`src/rtl/uart_pkg.sv`:
```
// Shared types and constants for the FIFO-fed UART transmitter.
// Imported by the interface, the baud counter and the top.
package uart_pkg;

  localparam int DATA_W            = 8;
  localparam int FRAME_BITS        = 10;
  localparam int CLKS_PER_BIT_DFLT = 868;

  typedef enum logic [2:0] {
    IDLE,
    REQ,
    LOAD,
    START,
    DATA,
    STOP
  } state_e;

endpackage

```
`src/rtl/fifo_uart_tx_if.sv`:
```
// FIFO read-port bundle seen by the UART transmitter.
// master = transmitter side, slave = FIFO side.
interface fifo_uart_tx_if;
  import uart_pkg::*;

  logic [DATA_W-1:0] fifo_dout;
  logic              fifo_empty;
  logic              fifo_wen;
  logic              fifo_ren;

  modport master (
    input  fifo_dout,
    input  fifo_empty,
    input  fifo_wen,
    output fifo_ren
  );

  modport slave (
    output fifo_dout,
    output fifo_empty,
    output fifo_wen,
    input  fifo_ren
  );

endinterface

```
`src/rtl/uart_baud_cnt.sv`:
```
// Bit-period counter: counts 0..CLKS_PER_BIT-1 while run is high,
// pulses bit_tick on the final count and wraps; clear forces 0.
module uart_baud_cnt #(
  parameter int CLKS_PER_BIT = 868
) (
  input  logic clk,
  input  logic rst,
  input  logic clear,
  input  logic run,
  output logic bit_tick
);

  localparam int CW = $clog2(CLKS_PER_BIT);
  localparam logic [CW-1:0] LAST = CW'(CLKS_PER_BIT - 1);

  logic [CW-1:0] cnt_q;
  logic [CW-1:0] cnt_d;

  assign bit_tick = run && (cnt_q == LAST);

  // next count: clear wins, otherwise step and wrap on the tick
  always_comb begin
    cnt_d = cnt_q;
    if (clear) begin
      cnt_d = '0;
    end else if (run) begin
      cnt_d = bit_tick ? '0 : cnt_q + CW'(1);
    end
  end

  // count register
  always_ff @(posedge clk or negedge rst) begin
    if (!rst) cnt_q <= '0;
    else      cnt_q <= cnt_d;
  end

endmodule

```
`src/rtl/fifo_uart_tx.sv`:
```
// Pops bytes from the FIFO and sends them as 8N1 UART frames.
// A read blocked by a same-cycle FIFO write is retried from IDLE.
module fifo_uart_tx
  import uart_pkg::*;
#(
  parameter int CLKS_PER_BIT = CLKS_PER_BIT_DFLT
) (
  input  logic           clk,
  input  logic           rst,
  input  logic           enable,
  fifo_uart_tx_if.master fifo,
  output logic           tx,
  output logic           busy
);

  state_e            state_q, state_d;
  logic              tx_q, tx_d;
  logic [DATA_W-1:0] shift_q, shift_d;
  logic [2:0]        bit_q, bit_d;

  logic cnt_clr;
  logic cnt_run;
  logic bit_tick;

  assign cnt_clr = (state_q == IDLE) ||
                   (state_q == REQ)  ||
                   (state_q == LOAD);
  assign cnt_run = !cnt_clr;

  uart_baud_cnt #(
    .CLKS_PER_BIT(CLKS_PER_BIT)
  ) u_baud (
    .clk     (clk),
    .rst     (rst),
    .clear   (cnt_clr),
    .run     (cnt_run),
    .bit_tick(bit_tick)
  );

  assign fifo.fifo_ren = (state_q == REQ);
  assign busy          = (state_q != IDLE);
  assign tx            = tx_q;

  // frame sequencing; tx changes on the edge entering each bit
  always_comb begin
    state_d = state_q;
    tx_d    = tx_q;
    shift_d = shift_q;
    bit_d   = bit_q;
    unique case (state_q)
      IDLE: begin
        if (enable && !fifo.fifo_empty) state_d = REQ;
      end
      REQ: begin
        state_d = fifo.fifo_wen ? IDLE : LOAD;
      end
      LOAD: begin
        shift_d = fifo.fifo_dout;
        bit_d   = '0;
        tx_d    = 1'b0;
        state_d = START;
      end
      START: begin
        if (bit_tick) begin
          tx_d    = shift_q[0];
          state_d = DATA;
        end
      end
      DATA: begin
        if (bit_tick) begin
          shift_d = shift_q >> 1;
          if (bit_q == 3'd7) begin
            bit_d   = '0;
            tx_d    = 1'b1;
            state_d = STOP;
          end else begin
            bit_d = bit_q + 3'd1;
            tx_d  = shift_q[1];
          end
        end
      end
      STOP: begin
        if (bit_tick) begin
          tx_d    = 1'b1;
          state_d = IDLE;
        end
      end
      default: begin
        tx_d    = 1'b1;
        state_d = IDLE;
      end
    endcase
  end

  // FSM registers; reset drops any byte in flight
  always_ff @(posedge clk or negedge rst) begin
    if (!rst) begin
      state_q <= IDLE;
      tx_q    <= 1'b1;
      shift_q <= '0;
      bit_q   <= '0;
    end else begin
      state_q <= state_d;
      tx_q    <= tx_d;
      shift_q <= shift_d;
      bit_q   <= bit_d;
    end
  end

endmodule

```
`src/flat_wrapper.sv`:
```
// flat-port wrapper written by rule: the top's interface ports become plain ports
module fifo_uart_tx_flat import uart_pkg::*;
#(
  parameter int CLKS_PER_BIT = CLKS_PER_BIT_DFLT
)
  (clk, rst, enable, tx, busy, fifo_fifo_dout, fifo_fifo_empty, fifo_fifo_wen, fifo_fifo_ren);
  fifo_uart_tx_if fifo_i ();
  input  logic clk;
  input  logic rst;
  input  logic enable;
  output logic tx;
  output logic busy;
  input wire logic [$bits(fifo_i.fifo_dout)-1:0] fifo_fifo_dout;
  input wire logic [$bits(fifo_i.fifo_empty)-1:0] fifo_fifo_empty;
  input wire logic [$bits(fifo_i.fifo_wen)-1:0] fifo_fifo_wen;
  output wire logic [$bits(fifo_i.fifo_ren)-1:0] fifo_fifo_ren;
  assign fifo_i.fifo_dout = fifo_fifo_dout;
  assign fifo_i.fifo_empty = fifo_fifo_empty;
  assign fifo_i.fifo_wen = fifo_fifo_wen;
  assign fifo_fifo_ren = fifo_i.fifo_ren;
  fifo_uart_tx #(.CLKS_PER_BIT(CLKS_PER_BIT)) u_core (.clk(clk), .rst(rst), .enable(enable), .fifo(fifo_i), .tx(tx), .busy(busy));
endmodule
```
`config.mk`:
```
export PLATFORM = sky130hd
export DESIGN_NAME = fifo_uart_tx_flat
export DESIGN_NICKNAME = d
export VERILOG_FILES = /design/src/rtl/uart_pkg.sv /design/src/rtl/fifo_uart_tx_if.sv /design/src/rtl/uart_baud_cnt.sv /design/src/rtl/fifo_uart_tx.sv /design/src/flat_wrapper.sv
export SDC_FILE = /design/constraint.sdc
export NUM_CORES = 1
export LEC_CHECK = 0
export BUFFER_PORTS_ARGS = -buffer_cell sky130_fd_sc_hd__clkbuf_2
export CORE_MARGIN = 5
export CORE_UTILIZATION = 50
export DETAILED_ROUTE_END_ITERATION = 10
export GPL_TIMING_DRIVEN = 0
export PLACE_DENSITY = 0.7
export SLEW_MARGIN = 20
export SYNTH_ARGS = -nofsm -noshare
export SYNTH_HDL_FRONTEND = slang
export SYNTH_HIERARCHICAL = 1
export SYNTH_SLANG_ARGS = --single-unit
```
`constraint.sdc`:
```
create_clock -name clk -period 3.3 [get_ports clk]
set_input_delay 0.66 -clock clk [delete_from_list [all_inputs] [get_ports clk]]
set_output_delay 0.66 -clock clk [all_outputs]
set_load 0.01 [all_outputs]
```
==> impl_metrics.ini, run 1 <==
[status]
run_status = complete, no violations

[clocking]
cts_setup_buffers = 0
cts_tree = done
ctsHoldBuffers = 0
root_buffer = clkbuf_4
cts.path.max_buffers = 2
numCtsBuffers = 3
htree_levels = 1
path_clk_slew_ns = 0.14
post_cts_resized = 0
clk_latency_ns = 0.31
cts.sinks = 25

[cells_and_area]
final_cell_mix = dfrtp_1, nor2_1, clkbuf_2, a21oi_1, mux2i_1
register_area_um2 = 627
nets = 175
area_growth_pct = 10.5
drive_gt1_share_pct = 21.5
antenna_cells = 0
multi_input_area_um2 = 704
layout_commonest_cell = dfrtp_1
nFillCells = 233

[sta]
rsz0062_at_grt = false
fin_crit_ns = 2.96
tns_ns = 0
worstMarginPinSlew_ns = 0.603
fin_crit_sh_pct = 89.7
worst_clock_skew_ns = 0.00224
slew_violations = 0
setup_viol = 0
fmax_ghz = 0.338
hold_violations = 0
max_slew_margin_pct = 59.8

[critical_path]
endpoint = u_core/bit_q[0]$_DFFE_PN0P_
path_class = reg -> reg
crit_fanout = 10
reg2reg_depth = 10
endpoint_kind = flip-flop
r2r_start = u_core/state_q[1]$_DFFE_PN0P_
r2r_setup_slack_ns = 0.34
r2r-end = u_core/bit_q[0]$_DFFE_PN0P_
cp.required_ns = 3.51
start_kind = flip-flop
crit_start = u_core/state_q[1]$_DFFE_PN0P_
arrival_ns = 3.17

[drt]
drt_iter0_drc = 57
drt_pass1_iterations = 4
viasPerCell = 5.47
drcViolationCount = 0
route.vias.total = 1034
drtAntennaViolNets = 0
routed_wirelength_mm = 2.52
routedWlPerCell_um = 13.3

[yosys]
avgSynthCellArea_um2 = 9.95
synth_cells = 139
synth_area_leaders = dfrtp_1, a21oi_1, nor2_1
synth_top_area_share_pct = 43.4
ys_seq_area_share_pct = 45.3
synth_area_um2 = 1380
synth_cell_types = 43
yosys_warnings = 6
synth_nets = 155
synth-seq-cells = 25
synth_top_area_cell = dfrtp_1

[power]
switching_power_w = 0.000285
p_per_area_nw_per_um2 = 550
swShare_pct = 33.9
pwr-share-comb_pct = 28.9
intPower_w = 0.000555
peakVddDrop_mv = 0.367
p_seq_share_pct = 54.9
p_leak_nw = 0.756
power_w = 0.000840
clkPwrFrac_pct = 16.2

[hold_path]
hp-class = in -> async

[global_routing]
grt_pass1_vias = 1103
antenna_found_initial = 0
grt_usage_pct = 14.5
grt_pass1_wl_mm = 4.75
grt_max_degree = 26
globalRouteOverflowTotal = 0

[floorplan]
num_io_pins = 16
core_um2 = 2710
initial_core_util_pct = 51.0
placementRows = 19
die_h_um = 62.6
dieArea_um2 = 3920
fp.dieW_um = 62.6

[run]
drv_cap = 0

[place]
finalWeightedCongestion = 0.862
hpwl_mm = 1.91
port_buffers = 15
## synth_stat cells, drive strengths merged
library cell   n
inv            5
nand3b         4
buf            4
a211oi         1
or4            1
nor2          21
o31a           1
o211a          1
a21oi         17
dfrtp         24
clkbuf         1
nand4          5
and4           1
nand2          7
nand2b         6
xnor2          2
dfstp          1
nand3          3
or2            1
mux2i          7
o2111ai        1
mux2           1
nor3b          1
o22a           1
nor2b          3
and3           1
xor2           5
nor3           1
and2           1
or3            1
ha             3
o32ai          1
nand4bb        1
o21ai          4
a21o           1
## cell type report
cell class / count / area share (%)
clock buffer: 3 / 1.47
multi-input combinational: 104 / 46.1
clock inverter: 1 / 0.491
buffer: 5 / 2.21
timing repair buffer: 15 / 4.91
sequential: 25 / 41.0
tap: 31 / 2.54
inverter: 5 / 1.23
## worst min path at each step
stage,from,to,slack (ns),cells past startpoint
2_1_floorplan,rst,u_core/bit_q[0]$_DFFE_PN0P_,0.36,0
3_3_place_gp,u_core/shift_q[3]$_DFFE_PN0P_,u_core/shift_q[3]$_DFFE_PN0P_,0.51,2
3_5_place_dp,u_core/shift_q[6]$_DFFE_PN0P_,u_core/shift_q[6]$_DFFE_PN0P_,0.52,2
4_1_cts,rst,u_core/shift_q[0]$_DFFE_PN0P_,0.35,1
5_1_grt,rst,u_core/shift_q[1]$_DFFE_PN0P_,0.35,1
6_report,rst,u_core/state_q[0]$_DFFE_PN0P_,0.33,1
## flip-flops by register name, indices dropped and copies added (netlist names)
register	count
u_core/state_q	3
u_core/u_baud/cnt_q	10
u_core/shift_q	8
u_core/tx	1
u_core/bit_q	3
## cells by family after synthesis
group / count (synthesis) / synth area share [%]
xor+xnor: 7 / 4.43
buf+inv: 10 / 3.71
flops: 25 / 45.3
simple gates: 58 / 24.9
mux: 8 / 5.88
fa+ha+maj: 3 / 2.72
compound gates: 28 / 13.0
## stage by stage
step	cell area [um^2]	utilization, %	worst slack [ns]	hold WS (ns)	std cells
after detailed placement	1500	55.2	0.255	0.516	185
after CTS	1530	56.3	0.248	0.348	189
after global placement	1500	55.2	0.306	0.505	185
after global routing	1530	56.4	0.113	0.348	189
final	1530	56.4	0.341	0.329	189
after floorplan	1380	-	0.634	0.364	139
## per-layer routing
layer  global-route usage [%]  wire, um  vias up
met5                        0         0        -
met4                     5.31        16        0
met3                     2.70        57        2
met2                     25.1      1310        8
met1                     17.7      1130      502
li1                         -         -      522
## power groups by stage
stage / Clock, W / Combinational, W / Sequential [W]
final: 0.000136 / 0.000242 / 0.000461
after detailed placement: 0 / 0.000243 / 0.000469
after floorplan: 0 / 0.000186 / 0.000454
after CTS: 0.000144 / 0.000245 / 0.000462
after global routing: 0.000160 / 0.000283 / 0.000475
after global placement: 0 / 0.000237 / 0.000464
## worst max-delay path, cell delays in order (launching register included)
cell	delay, ns
dfrtp_1	0.52
buf_2	0.26
a21oi_1	0.20
inv_1	0.09
buf_4	0.15
nand4_1	0.10
or4_4	0.54
inv_1	0.24
nand3b_4	0.11
a21oi_4	0.30
mux2_1	0.35
No activity file was read; power rests on OpenSTA's default activity.
==> run 2: changes to the inputs <==
--- a/config.mk
+++ b/config.mk
@@ -5,12 +5,13 @@
 export SDC_FILE = /design/constraint.sdc
 export NUM_CORES = 1
 export LEC_CHECK = 0
+export ABC_AREA = 1
 export BUFFER_PORTS_ARGS = -buffer_cell sky130_fd_sc_hd__clkbuf_2
 export CORE_MARGIN = 5
 export CORE_UTILIZATION = 50
 export DETAILED_ROUTE_END_ITERATION = 10
 export GPL_TIMING_DRIVEN = 0
-export PLACE_DENSITY = 0.7
+export PLACE_DENSITY = 0.69
 export SLEW_MARGIN = 20
 export SYNTH_ARGS = -nofsm -noshare
 export SYNTH_HDL_FRONTEND = slang
==> impl_metrics.ini, run 2 <==
[status]
run_status = complete, no violations

[sta]
fin_crit_sh_pct = 68.9
slew_violations = 0
hold_violations = 0
max_slew_margin_pct = 57.6
worst_clock_skew_ns = 0.00830
setup_viol = 0
rsz0062_at_grt = false
fin_crit_ns = 2.27
worstMarginPinSlew_ns = 0.636
fmax_ghz = 0.440
tns_ns = 0

[global_routing]
globalRouteOverflowTotal = 0
grt_usage_pct = 15.5
use_met1_pct = 22.2
grt_pass1_wl_mm = 5.25
grt_max_degree = 26
met2_usage_pct = 23.2
antenna_found_initial = 0
use_met3_pct = 2.55
busiest_layer = met2
grt_pass1_vias = 1180

[yosys]
synth_most_common_cell = nand2_1
synth.top_cells.by_count = nand2_1, inv_1, dfrtp_1, nor2_1, nand3_1
synth_cell_types = 31
synth_area_um2 = 1560
synth_nets = 214
synth_cells = 198
synth_top_area_share_pct = 38.6
ys_seq_area_share_pct = 40.2
yosys_warnings = 6
synthArstFlopShare_pct = 100
synth_top_area_cell = dfrtp_1
synthFlopType = dfrtp_1
avgSynthCellArea_um2 = 7.87
synth_area_leaders = dfrtp_1, nand2_1, inv_1
synth-seq-cells = 25
synth_edf_count = 0

[clocking]
post_cts_resized = 0
clk_latency_ns = 0.32
cts.path.max_buffers = 2
cts_tree = done
root_buffer = clkbuf_4
path_clk_slew_ns = 0.14
htree_levels = 1
numCtsBuffers = 3
cts.sinks = 25
cts_setup_buffers = 0
ctsHoldBuffers = 0

[critical_path]
r2r-end = u_core/state_q[2]$_DFFE_PN0P_
r2r_setup_slack_ns = 1.03
endpoint = u_core/state_q[2]$_DFFE_PN0P_
path_class = reg -> reg
arrival_ns = 2.50
cpLargestDelayFamily = simple AND/OR/NAND/NOR gates
cp.required_ns = 3.53
crit_fanout = 7
start_kind = flip-flop
crit_start = u_core/state_q[2]$_DFFE_PN0P_
cp_cell_sequence = inv_2 > nand2_2 > nor2_4 > nor2_1 > nand2_1 > nor2_1 > and3_1 > inv_1 > nand2_1 > nand3_1 > nand2_1 > nand2_1
cpPeakStageDelay_ns = 0.55
cp_num_buf_inv = 2
reg2reg_depth = 12
r2r_start = u_core/state_q[2]$_DFFE_PN0P_
slowest_stage = dfrtp_1
crit_cells = 12
endpoint_kind = flip-flop
crit_top_cell = nand2_1

[drt]
route.vias.total = 1290
routed_wirelength_mm = 2.94
drtAntennaViolNets = 0
drcViolationCount = 0
routedWlPerCell_um = 11.3
viasPerCell = 4.94
drt_iter0_drc = 52
drt_pass1_iterations = 4

[place]
hpwl_mm = 2.26
dpl.cell_count = 257
finalWeightedCongestion = 0.873
port_buffers = 15

[floorplan]
placementRows = 20
fp.dieW_um = 65.8
initial_core_util_pct = 51.4
die_h_um = 65.8
num_io_pins = 16
core_um2 = 3030
dieArea_um2 = 4330

[power]
switching_power_w = 0.000106
p_per_area_nw_per_um2 = 276
clkPwrFrac_pct = 28.6
pwr-share-comb_pct = 5.5
p_seq_share_pct = 65.9
peakVddDrop_mv = 0.175
p_leak_nw = 0.905
intPower_w = 0.000368
swShare_pct = 22.5

[cells_and_area]
final_cell_count_no_fill = 261
nets = 234
area_growth_pct = 10.1
nFillCells = 297
antenna_cells = 0
layout_commonest_cell = nand2_1
largest_register_ffs = 10
drive_gt1_share_pct = 25.3
reg.largest.list = u_core/u_baud/cnt_q: 10 flops, u_core/shift_q: 8 flops
final_cell_mix = nand2_1, inv_1, dfrtp_1, clkbuf_2, nor2_1
max_flop_register = u_core/u_baud/cnt_q

[run]
drv_cap = 0

[hold_path]
hp-class = in -> async
run 2: kinds of logic (layout without fill, tap and decap cells):
logic type	after synthesis	in the layout	share of synthesized area, %
flops	25	25	40.2
compound gates	16	16	6.83
buf+inv	33	52	9.72
simple gates	117	117	38.5
mux	1	1	0.643
fa+ha+maj	3	3	2.41
xor+xnor	3	3	1.69
run 2: worst min path at each step:
stage / start / to / slack (ns) / cells past startpoint
final: rst / u_core/state_q[0]$_DFFE_PN0P_ / 0.33 / 1
after global routing: rst / u_core/bit_q[0]$_DFFE_PN0P_ / 0.37 / 1
after CTS: rst / u_core/state_q[0]$_DFFE_PN0P_ / 0.34 / 1
after detailed placement: u_core/tx$_DFFE_PN1P_ / u_core/tx$_DFFE_PN1P_ / 0.46 / 2
after global placement: u_core/tx$_DFFE_PN1P_ / u_core/tx$_DFFE_PN1P_ / 0.46 / 2
after floorplan: rst / u_core/bit_q[0]$_DFFE_PN0P_ / 0.36 / 0
run 2: power groups by stage:
stage               registers [W]  clock network, W  logic [W]
floorplan                0.000318                 0  0.0000117
global placement         0.000318                 0  0.0000256
detailed placement       0.000318                 0  0.0000270
CTS                      0.000313          0.000146  0.0000271
global route             0.000313          0.000163  0.0000310
finish                   0.000313          0.000135  0.0000261
run 2: through the flow:
stage / util [%] / setup WS (ns) / area, um^2 / hold slack, ns / total power (W)
final: 56.7 / 1.03 / 1720 / 0.335 / 0.000474
after detailed placement: 55.7 / 1.05 / 1690 / 0.459 / 0.000345
after global placement: 55.7 / 1.12 / 1690 / 0.456 / 0.000344
after global routing: 56.7 / 0.833 / 1720 / 0.371 / 0.000507
after floorplan: - / 1.36 / 1560 / 0.364 / 0.000330
after CTS: 56.7 / 1.03 / 1720 / 0.344 / 0.000486
run 2: per-layer routing:
| metal | vias up | wire length, um |
|---|---|---|
| met5 | - | 0 |
| met4 | 0 | 27 |
| met3 | 4 | 171 |
| met2 | 37 | 1300 |
| met1 | 592 | 1450 |
| li1 | 657 | - |
run 2: final cells by class:
cell class | count | area, um^2 | share of cell area (%)
inverter | 31 | 124 | 7.22
tap | 44 | 55.1 | 3.21
timing repair buffer | 15 | 75.1 | 4.38
multi-input combinational | 140 | 779 | 45.4
clock buffer | 3 | 22.5 | 1.31
clock inverter | 1 | 5.00 | 0.292
sequential | 25 | 627 | 36.5
buffer | 2 | 27.5 | 1.60
==> run 3: changes to the inputs <==
--- a/config.mk
+++ b/config.mk
@@ -11,7 +11,7 @@
 export CORE_UTILIZATION = 50
 export DETAILED_ROUTE_END_ITERATION = 10
 export GPL_TIMING_DRIVEN = 0
-export PLACE_DENSITY = 0.69
+export PLACE_DENSITY = 0.72
 export SLEW_MARGIN = 20
 export SYNTH_ARGS = -nofsm -noshare
 export SYNTH_HDL_FRONTEND = slang
==> constraint.sdc (replaced) <==
create_clock -name clk -period 2 [get_ports clk]
set_input_delay 0.4 -clock clk [delete_from_list [all_inputs] [get_ports clk]]
set_output_delay 0.4 -clock clk [all_outputs]
set_load 0.01 [all_outputs]
==> impl_metrics.ini, run 3 (same netlist as run 2, synthesis figures left out) <==
[cells_and_area]
nFillCells = 298
multi_input_area_um2 = 792
final_cell_mix = nand2_1, inv_1, dfrtp_1, clkbuf_2, nor2_1
register_area_um2 = 631
max_flop_register = u_core/u_baud/cnt_q
antenna_cells = 0
nets = 236
area_growth_pct = 12.1
drive_gt1_share_pct = 28.3
reg.largest.list = u_core/u_baud/cnt_q: 10 flops, u_core/shift_q: 8 flops
final_util_pct = 57.7
largest_register_ffs = 10
layout_commonest_cell = nand2_1

[floorplan]
die_h_um = 65.8
placementRows = 20
core_um2 = 3030
num_io_pins = 16
dieArea_um2 = 4330
fp.dieW_um = 65.8
initial_core_util_pct = 51.4

[sta]
fin_crit_sh_pct = 93.2
slew_violations = 0
fin_crit_ns = 1.86
rsz0062_at_grt = false
hold_violations = 0
worst_clock_skew_ns = 0.00952
fmax_ghz = 0.536
max_slew_margin_pct = 57.6
setup_viol = 0
worstMarginPinSlew_ns = 0.635

[critical_path]
reg2reg_depth = 12
r2r_setup_slack_ns = 0.20
arrival_ns = 1.46
r2r-end = u_core/state_q[2]$_DFFE_PN0P_
path_class = reg -> out
crit_fanout = 5
endpoint_kind = output port
cp.required_ns = 1.60
r2r_start = u_core/state_q[2]$_DFFE_PN0P_
start_kind = flip-flop

[clocking]
cts.path.max_buffers = 2
clk_latency_ns = 0.33
path_clk_slew_ns = 0.15
root_buffer = clkbuf_4
cts.sinks = 25
cts_tree = done
htree_levels = 1
numCtsBuffers = 3

[global_routing]
grt_max_degree = 26
grt_pass1_wl_mm = 5.18
antenna_found_initial = 0
globalRouteOverflowTotal = 0
grt_pass1_vias = 1145
grt_usage_pct = 15.5

[place]
hpwl_mm = 2.11
finalWeightedCongestion = 0.826
port_buffers = 15

[power]
power_w = 0.000799
p_per_area_nw_per_um2 = 457
p_leak_nw = 0.915
peakVddDrop_mv = 0.231

[status]
run_status = complete, no violations

[run]
drv_cap = 0

[drt]
routed_wirelength_mm = 2.87
drt_iter0_drc = 84
drt_pass1_iterations = 4
viasPerCell = 4.76
route.vias.total = 1252
drtAntennaViolNets = 0
routedWlPerCell_um = 10.9
drcViolationCount = 0

[hold_path]
hp-class = in -> async
## run 3: power breakdown
group	internal (W)	switching, W
Clock	0.0000751	0.000165
Sequential	0.000514	0.00000245
Combinational	0.0000183	0.0000239
## run 3: worst max path at each step
stage	end	cells after the start	startpoint
4_1_cts	u_core/state_q[2]$_DFFE_PN0P_	12	u_core/state_q[2]$_DFFE_PN0P_
5_1_grt	u_core/state_q[2]$_DFFE_PN0P_	12	u_core/state_q[2]$_DFFE_PN0P_
2_1_floorplan	u_core/state_q[0]$_DFFE_PN0P_	12	u_core/state_q[2]$_DFFE_PN0P_
3_3_place_gp	u_core/state_q[0]$_DFFE_PN0P_	12	u_core/state_q[2]$_DFFE_PN0P_
3_5_place_dp	u_core/state_q[2]$_DFFE_PN0P_	12	u_core/state_q[2]$_DFFE_PN0P_
6_report	fifo_fifo_ren	4	u_core/state_q[2]$_DFFE_PN0P_
## run 3: area by class of cell
type / instances / share of cell area [%]
multi-input combinational: 140 / 45.3
sequential: 25 / 36.1
inverter: 31 / 7.09
timing repair buffer: 17 / 5.16
tap: 44 / 3.15
buffer: 2 / 1.58
clock buffer: 3 / 1.29
clock inverter: 1 / 0.287
## run 3: worst max-delay path, stage by stage (launching register included)
cell      delay [ns]
dfrtp_2         0.48
nor2_1          0.31
nand2_1         0.15
inv_1           0.07
clkbuf_2        0.12
## run 3: routing by layer
| metal | share of wire (%) | global-route usage, % | wire length (um) | vias to the layer above |
|---|---|---|---|---|
| li1 | - | - | - | 663 |
| met1 | 53 | 22.7 | 1520 | 560 |
| met2 | 42 | 22.8 | 1220 | 27 |
| met3 | 4.1 | 2.72 | 118 | 2 |
| met4 | 0.52 | 5.70 | 15 | 0 |
| met5 | 0 | 0 | 0 | - |
## run 3: what timing repair did
action / CTS / global route
endpoints found under the setup margin: 16 / 13
setup buffers: 0 / 2
hold buffers: 0 / 0
gates resized for setup: 3 / 4
## run 3: metrics by stage
step | instances | hold slack (ns) | instance area (um^2) | setup TNS, ns | setup slack (ns)
floorplan | 198 | 0.104 | 1560 | 0 | 0.0598
global placement | 257 | 0.445 | 1690 | -2.34 | -0.218
detailed placement | 257 | 0.459 | 1690 | -2.65 | -0.238
CTS | 261 | 0.0697 | 1720 | 0 | 0.0132
global route | 263 | 0.0863 | 1750 | 0 | 0.0115
finish | 263 | 0.0532 | 1750 | 0 | 0.135
